File: config.mk
export PLATFORM = sky130hd
export DESIGN_NAME = rf_write_sched_flat
export DESIGN_NICKNAME = d
export VERILOG_FILES = /design/src/rtl/rf_sched_pkg.sv /design/src/rtl/rf_write_sched_if.sv /design/src/rtl/rf_wr_fifo.sv /design/src/rtl/rf_write_sched.sv /design/src/flat_wrapper.sv
export SDC_FILE = /design/constraint.sdc
export NUM_CORES = 1
export LEC_CHECK = 0
export CAP_MARGIN = 20
export CORE_MARGIN = 2
export CORE_UTILIZATION = 35
export CTS_BUF_LIST = sky130_fd_sc_hd__clkbuf_16
export CTS_CLUSTER_SIZE = 24
export DETAILED_ROUTE_END_ITERATION = 12
export MAX_ROUTING_LAYER = met4
export PLACE_DENSITY = 0.64
export SKIP_LAST_GASP = 1
export SYNTH_ARGS = -nofsm -noshare
export SYNTH_HDL_FRONTEND = slang
export SYNTH_SLANG_ARGS = --single-unit
File: constraint.sdc
create_clock -name clk -period 3 [get_ports clk]
set_clock_uncertainty 0.05 [all_clocks]
set_input_delay 0.45 -clock clk [delete_from_list [all_inputs] [get_ports clk]]
set_output_delay 0.45 -clock clk [all_outputs]
set_load 0.05 [all_outputs]
File: src/rtl/rf_sched_pkg.sv
// Shared widths, FIFO geometry and entry/priority types for the register-file
// write-back scheduler.
package rf_sched_pkg;

  localparam int PW    = 4;
  localparam int DW    = 8;
  localparam int DEPTH = 2;
  // Pointers wrap naturally because DEPTH is a power of two.
  localparam int PTR_W = $clog2(DEPTH);
  localparam int CNT_W = PTR_W + 1;

  typedef logic [PTR_W-1:0] ptr_t;
  typedef logic [CNT_W-1:0] cnt_t;

  typedef struct packed {
    logic [PW-1:0] addr;
    logic [DW-1:0] data;
    logic          flag;
    logic          flag_wr;
  } wr_entry_t;

  typedef enum logic {
    PRIO_ALU = 1'b0,
    PRIO_LD  = 1'b1
  } prio_e;

endpackage

File: src/rtl/rf_write_sched_if.sv
// Write-back request, register-file write and pending-write lookup signals
// shared between the execution units and the scheduler.
interface rf_write_sched_if #(
  parameter int PW = rf_sched_pkg::PW,
  parameter int DW = rf_sched_pkg::DW
);

  logic          alu_req;
  logic [PW-1:0] alu_addr;
  logic [DW-1:0] alu_data;
  logic          alu_flag;
  logic          alu_gnt;

  logic          ld_req;
  logic [PW-1:0] ld_addr;
  logic [DW-1:0] ld_data;
  logic          ld_gnt;

  logic          rf_hold;
  logic          rf_wr_en;
  logic [PW-1:0] rf_wr_addr;
  logic [DW-1:0] rf_dat_in;
  logic          rf_flag;
  logic          rf_flag_wr;

  logic [PW-1:0] rd_addr;
  logic          rd_busy;
  logic [DW-1:0] rd_fwd_data;

  modport master (
    output alu_req, alu_addr, alu_data, alu_flag, input alu_gnt,
    output ld_req, ld_addr, ld_data, input ld_gnt,
    output rf_hold,
    input  rf_wr_en, rf_wr_addr, rf_dat_in, rf_flag, rf_flag_wr,
    output rd_addr, input rd_busy, rd_fwd_data
  );

  modport slave (
    input  alu_req, alu_addr, alu_data, alu_flag, output alu_gnt,
    input  ld_req, ld_addr, ld_data, output ld_gnt,
    input  rf_hold,
    output rf_wr_en, rf_wr_addr, rf_dat_in, rf_flag, rf_flag_wr,
    input  rd_addr, output rd_busy, rd_fwd_data
  );

endinterface

File: src/rtl/rf_wr_fifo.sv
// Small in-order write buffer; exposes every slot and its validity so the
// scheduler can search pending writes.
module rf_wr_fifo
  import rf_sched_pkg::*;
(
  input  logic                        clk,
  input  logic                        reset,
  input  logic                        push,
  input  wr_entry_t                   push_ent,
  input  logic                        pop,
  output wr_entry_t                   head,
  output logic                        empty,
  output logic                        full,
  output wr_entry_t [DEPTH-1:0]       slots,
  output logic      [DEPTH-1:0]       slot_vld,
  output ptr_t                        head_idx
);

  wr_entry_t [DEPTH-1:0] mem;
  ptr_t                  wr_ptr;
  ptr_t                  rd_ptr;
  cnt_t                  count;

  // NOTE: payload storage has no reset; validity comes only from count,
  // which is reset, so stale data can never be observed.
  always_ff @(posedge clk) begin
    if (push) mem[wr_ptr] <= push_ent;
  end

  // NOTE: state registers use non-blocking assignment so every flop samples
  // pre-edge values regardless of statement order.
  always_ff @(posedge clk or posedge reset) begin
    if (reset) begin
      wr_ptr <= '0;
      rd_ptr <= '0;
      count  <= '0;
    end else begin
      if (push) wr_ptr <= wr_ptr + 1'b1;
      if (pop)  rd_ptr <= rd_ptr + 1'b1;
      case ({push, pop})
        2'b10:   count <= count + 1'b1;
        2'b01:   count <= count - 1'b1;
        default: count <= count;
      endcase
    end
  end

  always_comb begin
    // NOTE: assign a default before any loop/branch so no path infers a latch.
    slot_vld = '0;
    for (int i = 0; i < DEPTH; i++) begin
      slot_vld[i] = {1'b0, ptr_t'(i) - rd_ptr} < count;
    end
  end

  assign empty    = (count == '0);
  assign full     = (count == cnt_t'(DEPTH));
  assign head     = mem[rd_ptr];
  assign head_idx = rd_ptr;
  assign slots    = mem;

endmodule

File: src/rtl/rf_write_sched.sv
// Round-robin write-back arbiter between ALU and load unit, feeding the
// register-file write port through a 2-entry buffer with pending-write lookup.
module rf_write_sched #(
  parameter int PW = rf_sched_pkg::PW,
  parameter int DW = rf_sched_pkg::DW
) (
  input logic              clk,
  input logic              reset,
  rf_write_sched_if.slave  bus
);

  import rf_sched_pkg::*;

  prio_e                 prio_q;
  prio_e                 prio_d;
  logic                  alu_gnt;
  logic                  ld_gnt;
  logic                  contest;
  logic                  pop;
  logic                  space;
  wr_entry_t             push_ent;
  wr_entry_t             head;
  logic                  empty;
  logic                  full;
  wr_entry_t [DEPTH-1:0] slots;
  logic      [DEPTH-1:0] slot_vld;
  ptr_t                  head_idx;
  ptr_t                  idx;
  logic                  busy;
  logic      [DW-1:0]    fwd;

  rf_wr_fifo u_fifo (
    .clk      (clk),
    .reset    (reset),
    .push     (alu_gnt | ld_gnt),
    .push_ent (push_ent),
    .pop      (pop),
    .head     (head),
    .empty    (empty),
    .full     (full),
    .slots    (slots),
    .slot_vld (slot_vld),
    .head_idx (head_idx)
  );

  // A held head cannot drain, so a full buffer under hold blocks all grants.
  assign pop   = ~empty & ~bus.rf_hold;
  assign space = ~full | pop;

  always_ff @(posedge clk or posedge reset) begin
    if (reset) prio_q <= PRIO_ALU;
    else       prio_q <= prio_d;
  end

  always_comb begin
    alu_gnt = 1'b0;
    ld_gnt  = 1'b0;
    prio_d  = prio_q;
    contest = bus.alu_req & bus.ld_req;
    if (space && !reset) begin
      if (contest) begin
        // Winner hands priority to the loser for the next contest.
        if (prio_q == PRIO_ALU) begin
          alu_gnt = 1'b1;
          prio_d  = PRIO_LD;
        end else begin
          ld_gnt  = 1'b1;
          prio_d  = PRIO_ALU;
        end
      end else begin
        alu_gnt = bus.alu_req;
        ld_gnt  = bus.ld_req;
      end
    end
  end

  always_comb begin
    push_ent = '{addr: bus.ld_addr, data: bus.ld_data, flag: 1'b0, flag_wr: 1'b0};
    if (alu_gnt) begin
      push_ent = '{addr: bus.alu_addr, data: bus.alu_data, flag: bus.alu_flag, flag_wr: 1'b1};
    end
  end

  // Walk oldest to youngest so the youngest match wins the forward.
  always_comb begin
    busy = 1'b0;
    fwd  = '0;
    idx  = head_idx;
    for (int k = 0; k < DEPTH; k++) begin
      idx = head_idx + ptr_t'(k);
      if (slot_vld[idx] && (slots[idx].addr == bus.rd_addr)) begin
        busy = 1'b1;
        fwd  = slots[idx].data;
      end
    end
  end

  assign bus.alu_gnt     = alu_gnt;
  assign bus.ld_gnt      = ld_gnt;
  assign bus.rf_wr_en    = pop;
  assign bus.rf_wr_addr  = empty ? '0 : head.addr;
  assign bus.rf_dat_in   = empty ? '0 : head.data;
  assign bus.rf_flag     = empty ? 1'b0 : head.flag;
  assign bus.rf_flag_wr  = pop & head.flag_wr;
  assign bus.rd_busy     = busy;
  assign bus.rd_fwd_data = fwd;

endmodule
File: src/flat_wrapper.sv
// flat-port wrapper written by rule: the top's interface ports become plain ports
module rf_write_sched_flat import rf_sched_pkg::*;
#(
  parameter int PW = rf_sched_pkg::PW,
  parameter int DW = rf_sched_pkg::DW
)
  (clk, reset, bus_alu_req, bus_alu_addr, bus_alu_data, bus_alu_flag, bus_alu_gnt, bus_ld_req, bus_ld_addr, bus_ld_data, bus_ld_gnt, bus_rf_hold, bus_rf_wr_en, bus_rf_wr_addr, bus_rf_dat_in, bus_rf_flag, bus_rf_flag_wr, bus_rd_addr, bus_rd_busy, bus_rd_fwd_data);
  rf_write_sched_if #(.PW(PW), .DW(DW)) bus_i ();
  input logic clk;
  input logic reset;
  input wire logic [$bits(bus_i.alu_req)-1:0] bus_alu_req;
  input wire logic [$bits(bus_i.alu_addr)-1:0] bus_alu_addr;
  input wire logic [$bits(bus_i.alu_data)-1:0] bus_alu_data;
  input wire logic [$bits(bus_i.alu_flag)-1:0] bus_alu_flag;
  output wire logic [$bits(bus_i.alu_gnt)-1:0] bus_alu_gnt;
  input wire logic [$bits(bus_i.ld_req)-1:0] bus_ld_req;
  input wire logic [$bits(bus_i.ld_addr)-1:0] bus_ld_addr;
  input wire logic [$bits(bus_i.ld_data)-1:0] bus_ld_data;
  output wire logic [$bits(bus_i.ld_gnt)-1:0] bus_ld_gnt;
  input wire logic [$bits(bus_i.rf_hold)-1:0] bus_rf_hold;
  output wire logic [$bits(bus_i.rf_wr_en)-1:0] bus_rf_wr_en;
  output wire logic [$bits(bus_i.rf_wr_addr)-1:0] bus_rf_wr_addr;
  output wire logic [$bits(bus_i.rf_dat_in)-1:0] bus_rf_dat_in;
  output wire logic [$bits(bus_i.rf_flag)-1:0] bus_rf_flag;
  output wire logic [$bits(bus_i.rf_flag_wr)-1:0] bus_rf_flag_wr;
  input wire logic [$bits(bus_i.rd_addr)-1:0] bus_rd_addr;
  output wire logic [$bits(bus_i.rd_busy)-1:0] bus_rd_busy;
  output wire logic [$bits(bus_i.rd_fwd_data)-1:0] bus_rd_fwd_data;
  assign bus_i.alu_req = bus_alu_req;
  assign bus_i.alu_addr = bus_alu_addr;
  assign bus_i.alu_data = bus_alu_data;
  assign bus_i.alu_flag = bus_alu_flag;
  assign bus_alu_gnt = bus_i.alu_gnt;
  assign bus_i.ld_req = bus_ld_req;
  assign bus_i.ld_addr = bus_ld_addr;
  assign bus_i.ld_data = bus_ld_data;
  assign bus_ld_gnt = bus_i.ld_gnt;
  assign bus_i.rf_hold = bus_rf_hold;
  assign bus_rf_wr_en = bus_i.rf_wr_en;
  assign bus_rf_wr_addr = bus_i.rf_wr_addr;
  assign bus_rf_dat_in = bus_i.rf_dat_in;
  assign bus_rf_flag = bus_i.rf_flag;
  assign bus_rf_flag_wr = bus_i.rf_flag_wr;
  assign bus_i.rd_addr = bus_rd_addr;
  assign bus_rd_busy = bus_i.rd_busy;
  assign bus_rd_fwd_data = bus_i.rd_fwd_data;
  rf_write_sched #(.PW(PW), .DW(DW)) u_core (.clk(clk), .reset(reset), .bus(bus_i));
endmodule
# Yosys cells after proc, flatten, opt, wreduce, memory -nomap -nowiden
# Index checks and enable logic that the tools add are counted.
# op_classes
n_reduce_logical	8
n_bitwise	8
order_cmp	6
n_mux	26
eq_ne	5
add_sub_neg	6
# op_table
cell	count
$mux 14	6
$bwmux 28	1
$mux 8	3
$demux 14 s1	1
$mux 1	13
$eq 4x4->1	2
$lt 1x2->1 const B	3
$eq 2x2->1 const B	2
$logic_and 1x1->1	4
$lt 1x2->1	2
$mux 4	1
$pmux 2 s2	1
$and 1x1->1	3
$not 1->1	3
$add 1x1->1 const B	2
$add 2x1->2 const B	1
$eq 2x1->1 const B	1
$logic_not 2->1	1
$or 1x1->1	2
$reduce_and 2->1	1
$reduce_bool 2->1	1
$sub 1x1->1 const A	2
$sub 2x1->2 const B	1
$ge 1x1->1 const B	1
$logic_not 1->1	1
# word_totals
in_bits	34
out_inout_bits	26
register_bits	33

# Depth between registers and ports, before layout
# Gate-level depths: netlist of run 1.
# logic_depth
word_depth	9
mapped_depth	9

# Modules after synthesis
# Synthesis of run 1 repeated with hierarchy kept, for this count alone.
# hier_totals
cells_unflattened	166
hier_area_um2	2088.3
# modules_own_cells
module	instances	area_per_inst_um2	seq_area_each_um2	cells_each
rf_wr_fifo	1	1232.4	940.9	64
rf_write_sched	1	855.8	25.0	102

# Worst setup path before layout of run 1
# Ideal clock, no wire load.
# synth_timing
kind	register to output
start	reg u_core.u_fifo.rd_ptr, in the netlist u_core.u_fifo.head_idx
end	out bus_rd_fwd_data[6]
path_stages_with_launch	9
n_path_buf	3
setup_slack_ps	131
t_required_ps	2500
arrival_ps	2369
cell_sequence	dfrtp_1 > buf_6 > mux2i_1 > mux2i_1 > and4_1 > buf_4 > buf_2 > nand3_1 > a32oi_1
# synth_via
elab_chain_cells	7
# synth_rtl
item	line	rtl
from (decl)	rf_wr_fifo.sv:21	ptr_t rd_ptr;
from (signal assigned)	rf_wr_fifo.sv:39	if (pop) rd_ptr <= rd_ptr + 1'b1;
$sub 1x1->1	rf_wr_fifo.sv:52	slot_vld[i] = {1'b0, ptr_t'(i) - rd_ptr} < count;
$lt 1x2->1	rf_wr_fifo.sv:52	
$mux 1 (not written as such) (2 in series)	rf_write_sched.sv:91	if (slot_vld[idx] && (slots[idx].addr == bus.rd_addr)) begin
$logic_and 1x1->1	rf_write_sched.sv:91	
$mux 8	rf_write_sched.sv:91	
$mux 8 *	rf_write_sched.sv:91	
to (decl)	flat_wrapper.sv:28	output wire logic [$bits(bus_i.rd_fwd_data)-1:0] bus_rd_fwd_data;
# Every way passes the cells marked *; elsewhere a longest branch is shown, timed or not. The select of a mux whose other input is x is not followed.

# Worst setup path after layout of run 1
# layout_timing
start	reg u_core.u_fifo.rd_ptr, in the netlist u_core.u_fifo.head_idx
end	out bus_rd_fwd_data[7]
# Same word-level chain as after synthesis.

==> results.txt, run 1 <==
N_diodes - 0
DRC - 0
Share of layout cells above drive strength 1 - 27.1%
Share of synthesized registers carrying an async set or reset - 15.2%
Critical Path, Cell by Cell - buf_2 > mux2i_1 > mux2i_1 > and4_1 > buf_6 > nand2_1 > a32oi_2 > buf_12
Most frequent cells after synthesis - edfxtp_1, mux2i_1, nand3_1, nor2_1, mux2_2
Grt ovf - 0
Post-synthesis compound-gate area fraction - 7.24%
Count leader, synth - edfxtp_1
Post-synthesis sequential area ratio - 50.4%
1st-iter DRT viols - 94
Worst slew pin tran - 0.518 ns
Post-synthesis mux area share - 17.5%
Wire per inst - 14.4 um
Hold Crit Class - primary input to asynchronous set/reset pin
DIE AREA - 6090 sq um
Req. time, crit path - 2.50 ns
Max frequency - 347 MHz
Synth cell types - 28
CTS tree - yes
Status - complete, no violations
Area leader, netlist - edfxtp_1
Drt total wl - 4450 um
CP Max Fanout - 17
Largest family of logic cells by synthesized area - multiplexers
Post-Synth Simple-Gate Area - 12.9%
Critical path's slowest cell - dfrtp_2
EDFF count, synth - 28
CTS sink cnt - 33
# fillers - 475
Clock latency on the worst-skew pair - 0.28 ns
Vias in the first global route - 1475
Highest cell delay on the worst timing path - 0.45 ns
CTS HTree Levels - 2
Fin nets - 274
Die Y - 78.0 um
CORE AREA - 5200 sq um
Port bufs - 59
Max-Cap Viols - 0
Post-DP HPWL - 3250 um
Area grow syn2layout - 51.7%
Slew margin rel. - 65.1%
IO Pins - 60
Root Buffer Master - clkbuf_16
Mapped Cells - 170
Longest Clk Path Bufs - 2
Vias per Instance - 4.98
Fin crit share - 96.0%
Post-synthesis adder-cell area fraction - 0.652%
Pwr dens - 1110 nW/um^2
Yosys Warn Count - 0
TNS Setup - 0 ns
Crit path top cell by count - mux2i_1
DIE WIDTH - 78.0 um
Initial Util - 36.9%
Final Core Density - 55.9%
Yosys reg bits - 33
Gp weighted congestion - 0.713
Total Power - 3.23 mW
GRT Total Usage - 15.4%
FF-to-FF setup slack - 1.03 ns
Clock transition at the registers of the reported paths - 0.05 ns
Post-Syn Nets - 205
Endpoints failing setup - 0
Post-route minimum period - 2.88 ns
Leak - 1.14 nW
Largest cells by area after synthesis - edfxtp_1, mux2i_1, mux2_2
Peak VDD IR - 582 uV
XOR/XNOR Fraction of Synth Area - 5.48%
Final Max Tran Viols - 0
Vias - 1545
Synth Flop Type - edfxtp_1
CP Class - flip-flop to primary output
Initial antenna violation count - 0
Drt pass-1 iters - 5
Worst path bufs/invs - 3
Largest net degree at the start of global routing - 25
Delay-heaviest family, CP - buffers and inverters
First-pass GRT wire length - 7030 um
Row count - 26
Setup crit end kind - primary output
Avg Cell Area, Syn - 11.3 sq um
Netlist Area Pre-Place - 1920 sq um
Crit start category - flip-flop
RSZ-0062 raised after global routing - no
WP data arrival - 2.38 ns
CTS buffer count - 5
Yosys top cell area share - 43.8%
Hold_buf cts - 0
Final count of hold timing violations - 0
Antenna-violating nets left - 0
placed cells by master (no fill, tap or decap):
cell              n
a21oi_1           9
a31oi_1           1
a32oi_1           4
a32oi_2           4
and2_1            1
and4_1            2
buf_12           15
buf_2             1
buf_4            23
buf_6             1
clkbuf_16         5
clkdlybuf4s50_1  34
clkinv_2          2
dfrtp_1           4
dfrtp_2           1
edfxtp_1         28
ha_1              1
inv_1             6
mux2_2           12
mux2i_1          20
nand2_1          11
nand2b_1          1
nand3_1          18
nand4_1           1
nor2_1           18
nor3_1            1
o21ai_0           2
o21bai_1          1
or2_2             1
xnor2_1           4
xor2_1            8
worst reg2reg max path: cells and delay by family, from the launching register on:
family | cells | cell delay [ns]
xor+xnor | 1 | 0.14
compound gates | 2 | 0.70
simple gates | 1 | 0.14
flops | 1 | 0.47
fa+ha+maj | 1 | 0.39
stage by stage:
stage	setup slack, ns	hold slack [ns]	cell area, sq um	cells
after floorplan	0.131	0.179	1920	170
after global placement	0.203	0.436	2720	300
after detailed placement	0.180	0.435	2720	300
after CTS	0.0342	0.367	2860	308
after global routing	0.0172	0.399	2910	310
final	0.120	0.369	2910	310
registers in the layout (all words and copies together), names as in the netlist:
signal                  count
u_core.u_fifo.slots        28
u_core.u_fifo.count         2
u_core.prio_q               1
u_core.u_fifo.head_idx      1
u_core.u_fifo.wr_ptr        1
cells by family after synthesis:
| logic type | after synthesis |
|---|---|
| AOI/OAI and AO/OA | 21 |
| xor gates and xnor gates | 12 |
| adders and majority gates | 1 |
| buffers and inverters | 17 |
| DFF | 33 |
| muxes | 32 |
| and+or+nand+nor | 54 |
cell type report:
type	instances	area, sq um	area share, %
Clock inverter	3	13.8	0.473
Multi-Input combinational cell	120	868	29.8
Clock buffer	5	125	4.30
Inverter	5	18.8	0.645
Timing Repair Buffer	74	830	28.5
Sequential cell	33	967	33.2
Tap cell	70	87.6	3.01
final timing paths:
check                                                   start                                  to  depth (start not counted)
max                        u_core.u_fifo.head_idx$_DFFE_PP0P_                  bus_rd_fwd_data[7]                          8
min                                                     reset  u_core.u_fifo.count[1]$_DFFE_PP0P_                          2
max reg2reg                u_core.u_fifo.count[1]$_DFFE_PP0P_  u_core.u_fifo.count[1]$_DFFE_PP0P_                          5
min reg2reg                  u_core.u_fifo.wr_ptr$_DFFE_PP0N_    u_core.u_fifo.wr_ptr$_DFFE_PP0N_                          1
max in group asynchronous                               reset  u_core.u_fifo.head_idx$_DFFE_PP0P_                          2
min in group clk             u_core.u_fifo.wr_ptr$_DFFE_PP0N_    u_core.u_fifo.wr_ptr$_DFFE_PP0N_                          1
metal layers:
metal  up-vias  global-route usage, %  part of all wire, %
met3         5                   2.99                  5.2
met4         0                   6.84                  1.7
met5         -                      -                    0
li1        765                      -                    -
met1       729                   20.1                   45
met2        46                   23.4                   48
repair_timing:
action / in CTS / in global routing
endpoints found under the setup margin: 8 / 8
setup buffers: 0 / 2
resized for setup: 1 / 5
pin swaps: 0 / 1
where the power goes:
| group | internal (mW) | switching (mW) | total [mW] |
|---|---|---|---|
| Clock | 0.300 | 0.172 | 0.472 |
| Combinational | 0.853 | 1.18 | 2.04 |
| Sequential | 0.629 | 0.0963 | 0.725 |
No activity file was read; power rests on OpenSTA's default activity.
==> run 2: changes to the inputs <==
- CORE_UTILIZATION: 35 -> 42
- PLACE_DENSITY: 0.64 -> 0.74
==> run 2 against run 1 <==
Against the previous run: worst hold slack lost 0.011 ns; largest cell class unchanged; design area down 1.8%; sequential cell count did not move; register-to-register slack better by 0.09 ns; critical endpoint is now bus_rd_fwd_data[2].
==> results.txt, run 2 (synthesized netlist as in run 1, its figures left out) <==
Crit start category - flip-flop
Clock transition at the registers of the reported paths - 0.05 ns (about the same)
Port bufs - 59 (unchanged)
Antenna-violating nets left - 0 (unchanged)
Drt pass-1 iters - 4 (-1)
Slew margin rel. - 65.9% (+0.73 points)
Share of layout cells above drive strength 1 - 23.6% (-3.5 points)
Delay-heaviest family, CP - buffers and inverters
GRT busiest layer - met2
CTS sink cnt - 33 (unchanged)
Area grow syn2layout - 48.9%
GRT Total Usage - 18.4% (+3.0 points)
Die Y - 71.6 um (-8.3%)
WP data arrival - 2.31 ns (-0.07 ns)
CTS HTree Levels - 2 (unchanged)
CTS tree - yes
IO Pins - 60 (unchanged)
Worst slew pin tran - 0.507 ns (-0.0108 ns)
Crit path top cell by count - buf_4
Initial antenna violation count - 0 (unchanged)
Placed inst area - 2690 sq um (-1.2%)
1st-iter DRT viols - 91 (-3.2%)
Vias per Instance - 5.41 (+8.6%)
Commonest non-fill, non-tap cell in the layout - clkdlybuf4s50_1
Critical path's slowest cell - dfrtp_2
Req. time, crit path - 2.50 ns (about the same)
Commonest non-fill, non-tap cells in the layout - clkdlybuf4s50_1, edfxtp_1, mux2i_1, buf_4
CP Class - flip-flop to primary output
Met2 GRT Util - 31.6% (+8.1 points)
N_diodes - 0 (unchanged)
Post-DP HPWL - 3050 um (-6.3%)
Vias in the first global route - 1524 (+3.3%)
CP Max Fanout - 17 (unchanged)
Post-route minimum period - 2.81 ns (-0.0670 ns)
Endpoints failing setup - 0 (unchanged)
DIE WIDTH - 71.6 um (-8.3%)
Setup crit end kind - primary output
Largest net degree at the start of global routing - 22 (-12%)
Vias - 1564 (+1.2%)
Grt ovf - 0 (unchanged)
CTS buffer count - 5 (unchanged)
Peak VDD IR - 548 uV (-5.9%)
Fin nets - 271 (-1.1%)
Flip-flop count of the largest register after layout - 28 (unchanged)
Initial Util - 43.8% (+6.9 points)
Hold_buf cts - 0 (unchanged)
First-pass GRT wire length - 6880 um (-2.2%)
Drt total wl - 4330 um (-2.9%)
Row count - 24 (-7.7%)
Final Cell Area - 2860 sq um (-1.8%)
Final Max Tran Viols - 0 (unchanged)
Wire per inst - 15.0 um (+4.2%)
DRC - 0 (unchanged)
Fin crit share - 93.8% (-2.2 points)
Pwr dens - 1130 nW/um^2 (+1.6%)
GR Layer Usage met1 - 21.0% (+0.92 points)
Max frequency - 356 MHz (+2.4%)
CORE AREA - 4380 sq um (-16%)
Gp weighted congestion - 0.819 (+15%)
RSZ-0062 raised after global routing - no
Global Route met3 Usage - 4.78% (+1.8 points)
Leak - 1.14 nW (-0.53%)
Max-Cap Viols - 0 (unchanged)
FF-to-FF setup slack - 1.12 ns (+0.09 ns)
Status - complete, no violations
DIE AREA - 5120 sq um (-16%)
Hold Crit Class - primary input to asynchronous set/reset pin
Critical Path, Cell by Cell - buf_4 > mux2i_1 > xor2_1 > and4_1 > buf_4 > nand3_1 > a32oi_1 > buf_12
Longest Clk Path Bufs - 2 (unchanged)
Worst path bufs/invs - 3 (unchanged)
Final count of hold timing violations - 0 (unchanged)
Root Buffer Master - clkbuf_16
Highest cell delay on the worst timing path - 0.42 ns (-0.03 ns)
Clock latency on the worst-skew pair - 0.27 ns (about the same)
TNS Setup - 0 ns (unchanged)
-- run 2: worst reg2reg max path, delay by kind of cell, from the launching register on --
family | cells | cell delay (ns)
DFF | 1 | 0.47
adders and majority gates | 1 | 0.38
and+or+nand+nor | 1 | 0.14
xor gates and xnor gates | 1 | 0.16
AOI/OAI and AO/OA | 2 | 0.61
-- run 2: metrics by stage --
| stage | setup slack [ns] | util [%] | hold WS (ns) | std cells | power [mW] |
|---|---|---|---|---|---|
| final | 0.187 | 65.2 | 0.358 | 289 | 3.22 |
| after global routing | 0.0403 | 65.2 | 0.371 | 289 | 3.38 |
| after CTS | 0.0881 | 64.5 | 0.355 | 287 | 3.21 |
| after detailed placement | 0.221 | 61.4 | 0.445 | 279 | 2.74 |
| after global placement | 0.261 | 61.4 | 0.433 | 279 | 2.72 |
| after floorplan | 0.131 | - | 0.179 | 170 | 1.95 |
-- run 2: path summary, 6_finish.rpt --
check,startpoint,endpoint,depth (start not counted)
worst min register to register,u_core.u_fifo.wr_ptr$_DFFE_PP0N_,u_core.u_fifo.wr_ptr$_DFFE_PP0N_,1
worst max register to register,u_core.u_fifo.count[1]$_DFFE_PP0P_,u_core.u_fifo.count[1]$_DFFE_PP0P_,5
min in group clk,u_core.u_fifo.wr_ptr$_DFFE_PP0N_,u_core.u_fifo.wr_ptr$_DFFE_PP0N_,1
worst max-delay path,u_core.u_fifo.head_idx$_DFFE_PP0P_,bus_rd_fwd_data[2],8
max in group asynchronous,reset,u_core.u_fifo.head_idx$_DFFE_PP0P_,2
worst min-delay path,reset,u_core.u_fifo.count[1]$_DFFE_PP0P_,2
-- run 2: metal layers --
metal	vias up	routed length [um]
met1	753	1800
met2	49	2280
met4	0	45
li1	757	-
met3	5	202
met5	-	0
-- run 2: area by class of cell --
class | count | area, sq um
multi-input cells | 120 | 838
repair buffers | 71 | 831
fillers | 329 | 1530
well taps | 52 | 65.1
clock buffers | 5 | 125
clock inverters | 3 | 11.3
flip-flops and latches | 33 | 967
inverters | 5 | 18.8
-- run 2: repair_timing --
item / CTS / global route
buffers inserted: 0 / 2
setup endpoints to repair: 8 / 4
gates resized for setup: 1 / 0
-- run 2: where the power goes --
group	switching, mW	internal (mW)	leakage [nW]	total (mW)
logic	1.18	0.868	0.740	2.05
clock network	0.158	0.296	0.0776	0.454
registers	0.0934	0.629	0.317	0.723
total	1.43	1.79	1.14	3.22
==> run 3: changes to the inputs <==
--- a/constraint.sdc
+++ b/constraint.sdc
@@ -4,2 +4,2 @@
 set_output_delay 0.45 -clock clk [all_outputs]
-set_load 0.05 [all_outputs]
+set_load 0.1 [all_outputs]
==> run 3 against run 2 <==
Against the previous run: final cell count increased by 0.69%; register-to-register slack lost 0.09 ns; setup slack got worse by 0.010 ns; wire length shrank 2.7%; global-route usage shrank 0.092 points; sequential cell count did not move; via count down 2.4%; critical path type unchanged.
==> results.txt, run 3 (synthesized netlist as in run 1, its figures left out) <==
Status - complete, no violations
R2R depth - 5 (unchanged)
Commonest non-fill, non-tap cells in the layout - clkdlybuf4s50_1, edfxtp_1, buf_4
GRT Total Usage - 18.3% (-0.092 points)
Share of layout cells above drive strength 1 - 28.9% (+5.2 points)
Crit path capture - bus_rd_fwd_data[1]
Fin crit share - 94.1% (+0.34 points)
Worst slew pin tran - 0.507 ns (-0.000122 ns)
IO Pins - 60 (unchanged)
Final Core Density - 67.8% (+2.7 points)
Flip-flop count of the largest register after layout - 28 (unchanged)
Clock latency on the worst-skew pair - 0.27 ns (about the same)
Commonest non-fill, non-tap cell in the layout - clkdlybuf4s50_1
Register area - 967 sq um (unchanged)
FF-to-FF setup slack - 1.03 ns (-0.09 ns)
Largest net degree at the start of global routing - 19 (-14%)
Max frequency - 354 MHz (-0.36%)
Reg2reg start - u_core.u_fifo.count[1]$_DFFE_PP0P_
Antenna-violating nets left - 0 (unchanged)
CTS buffer count - 5 (unchanged)
Fin nets - 273 (+0.74%)
DIE AREA - 5120 sq um (unchanged)
Initial Util - 43.8% (unchanged)
Post-DP HPWL - 3110 um (+2.0%)
Placed inst area - 2790 sq um (+3.8%)
Gp weighted congestion - 0.729 (-11%)
WHS - 0.368 ns (+0.0100 ns)
Drt total wl - 4210 um (-2.7%)
Grt ovf - 0 (unchanged)
Req. time, crit path - 2.50 ns (about the same)
CP Class - flip-flop to primary output
Slew margin rel. - 65.9% (about the same)
Final Cell Area - 2970 sq um (+4.1%)
Final count of hold timing violations - 0 (unchanged)
Port bufs - 59 (unchanged)
Worst Setup SP - u_core.u_fifo.head_idx$_DFFE_PP0P_
Initial antenna violation count - 0 (unchanged)
Crit start category - flip-flop
Wire per inst - 14.5 um (-3.4%)
# fillers - 338 (+2.7%)
Vias per Instance - 5.25 (-3.0%)
1st-iter DRT viols - 63 (-31%)
CORE AREA - 4380 sq um (unchanged)
GR Layer Usage met1 - 21.2% (+0.18 points)
Final Max Tran Viols - 0 (unchanged)
CTS HTree Levels - 2 (unchanged)
Vias - 1527 (-2.4%)
Area grow syn2layout - 55.0%
CTS sink cnt - 33 (unchanged)
Vias in the first global route - 1590 (+4.3%)
Die Y - 71.6 um (unchanged)
First-pass GRT wire length - 7140 um (+3.8%)
Met2 GRT Util - 32.2% (+0.62 points)
CTS tree - yes
Longest Clk Path Bufs - 2 (unchanged)
Hold Crit Class - primary input to asynchronous set/reset pin
Setup crit end kind - primary output
Clock transition at the registers of the reported paths - 0.05 ns (about the same)
Reg-to-reg endpoint - u_core.u_fifo.count[1]$_DFFE_PP0P_
Row count - 24 (unchanged)
N_diodes - 0 (unchanged)
Drt pass-1 iters - 6 (+2)
WP data arrival - 2.32 ns (about the same)
Global Route met3 Usage - 3.80% (-0.98 points)
Endpoints failing setup - 0 (unchanged)
DIE WIDTH - 71.6 um (unchanged)
Post-route minimum period - 2.82 ns (+0.0101 ns)
Root Buffer Master - clkbuf_16
GRT busiest layer - met2
DRC - 0 (unchanged)
Area of the multi-input gates - 903 sq um (+7.8%)
CP Max Fanout - 17 (unchanged)
Max-Cap Viols - 0 (unchanged)
## run 3: metrics by stage
stage	setup WS, ns	setup TNS, ns	instances
after floorplan	0.0163	0	170
after global placement	0.291	0	281
after detailed placement	0.277	0	281
after CTS	0.128	0	289
after global routing	-0.0112	-0.0112	291
final	0.177	0	291
## run 3: critical path, stage by stage, from the launching register on
cell	delay, ns
dfrtp_2	0.51
mux2i_1	0.29
mux2i_1	0.21
and4_1	0.20
buf_4	0.21
nand3_1	0.13
a32oi_2	0.28
buf_12	0.21
## run 3: area by class of cell
cell class              instances  share of cell area (%)
inverters                       5                   0.631
flip-flops and latches         33                    32.5
well taps                      52                    2.19
clock inverters                 3                    1.26
multi-input cells             120                    30.4
repair buffers                 73                    28.8
clock buffers                   5                    4.21
## run 3: how the worst min path moves through the flow
stage	slack (ns)	endpoint
after floorplan	0.18	u_core.prio_q$_DFFE_PP0P_
after global routing	0.40	u_core.u_fifo.count[1]$_DFFE_PP0P_
after CTS	0.37	u_core.prio_q$_DFFE_PP0P_
after detailed placement	0.46	u_core.prio_q$_DFFE_PP0P_
after global placement	0.44	u_core.prio_q$_DFFE_PP0P_
final	0.37	u_core.u_fifo.wr_ptr$_DFFE_PP0N_
## run 3: layer usage
layer,share of wire (%),vias up
met5,0,-
li1,-,757
met2,54,41
met3,4.3,4
met1,41,725
met4,0.86,0
## run 3: timing repair
action,in CTS,in global routing
resized for setup,1,0
setup endpoints to repair,1,2
buffers inserted,0,2
hold buffers,0,0
Power of run 3 is left out: the tool's default activity adds up to more than one toggle a clock period on the data nets, which glitch-free logic cannot reach.
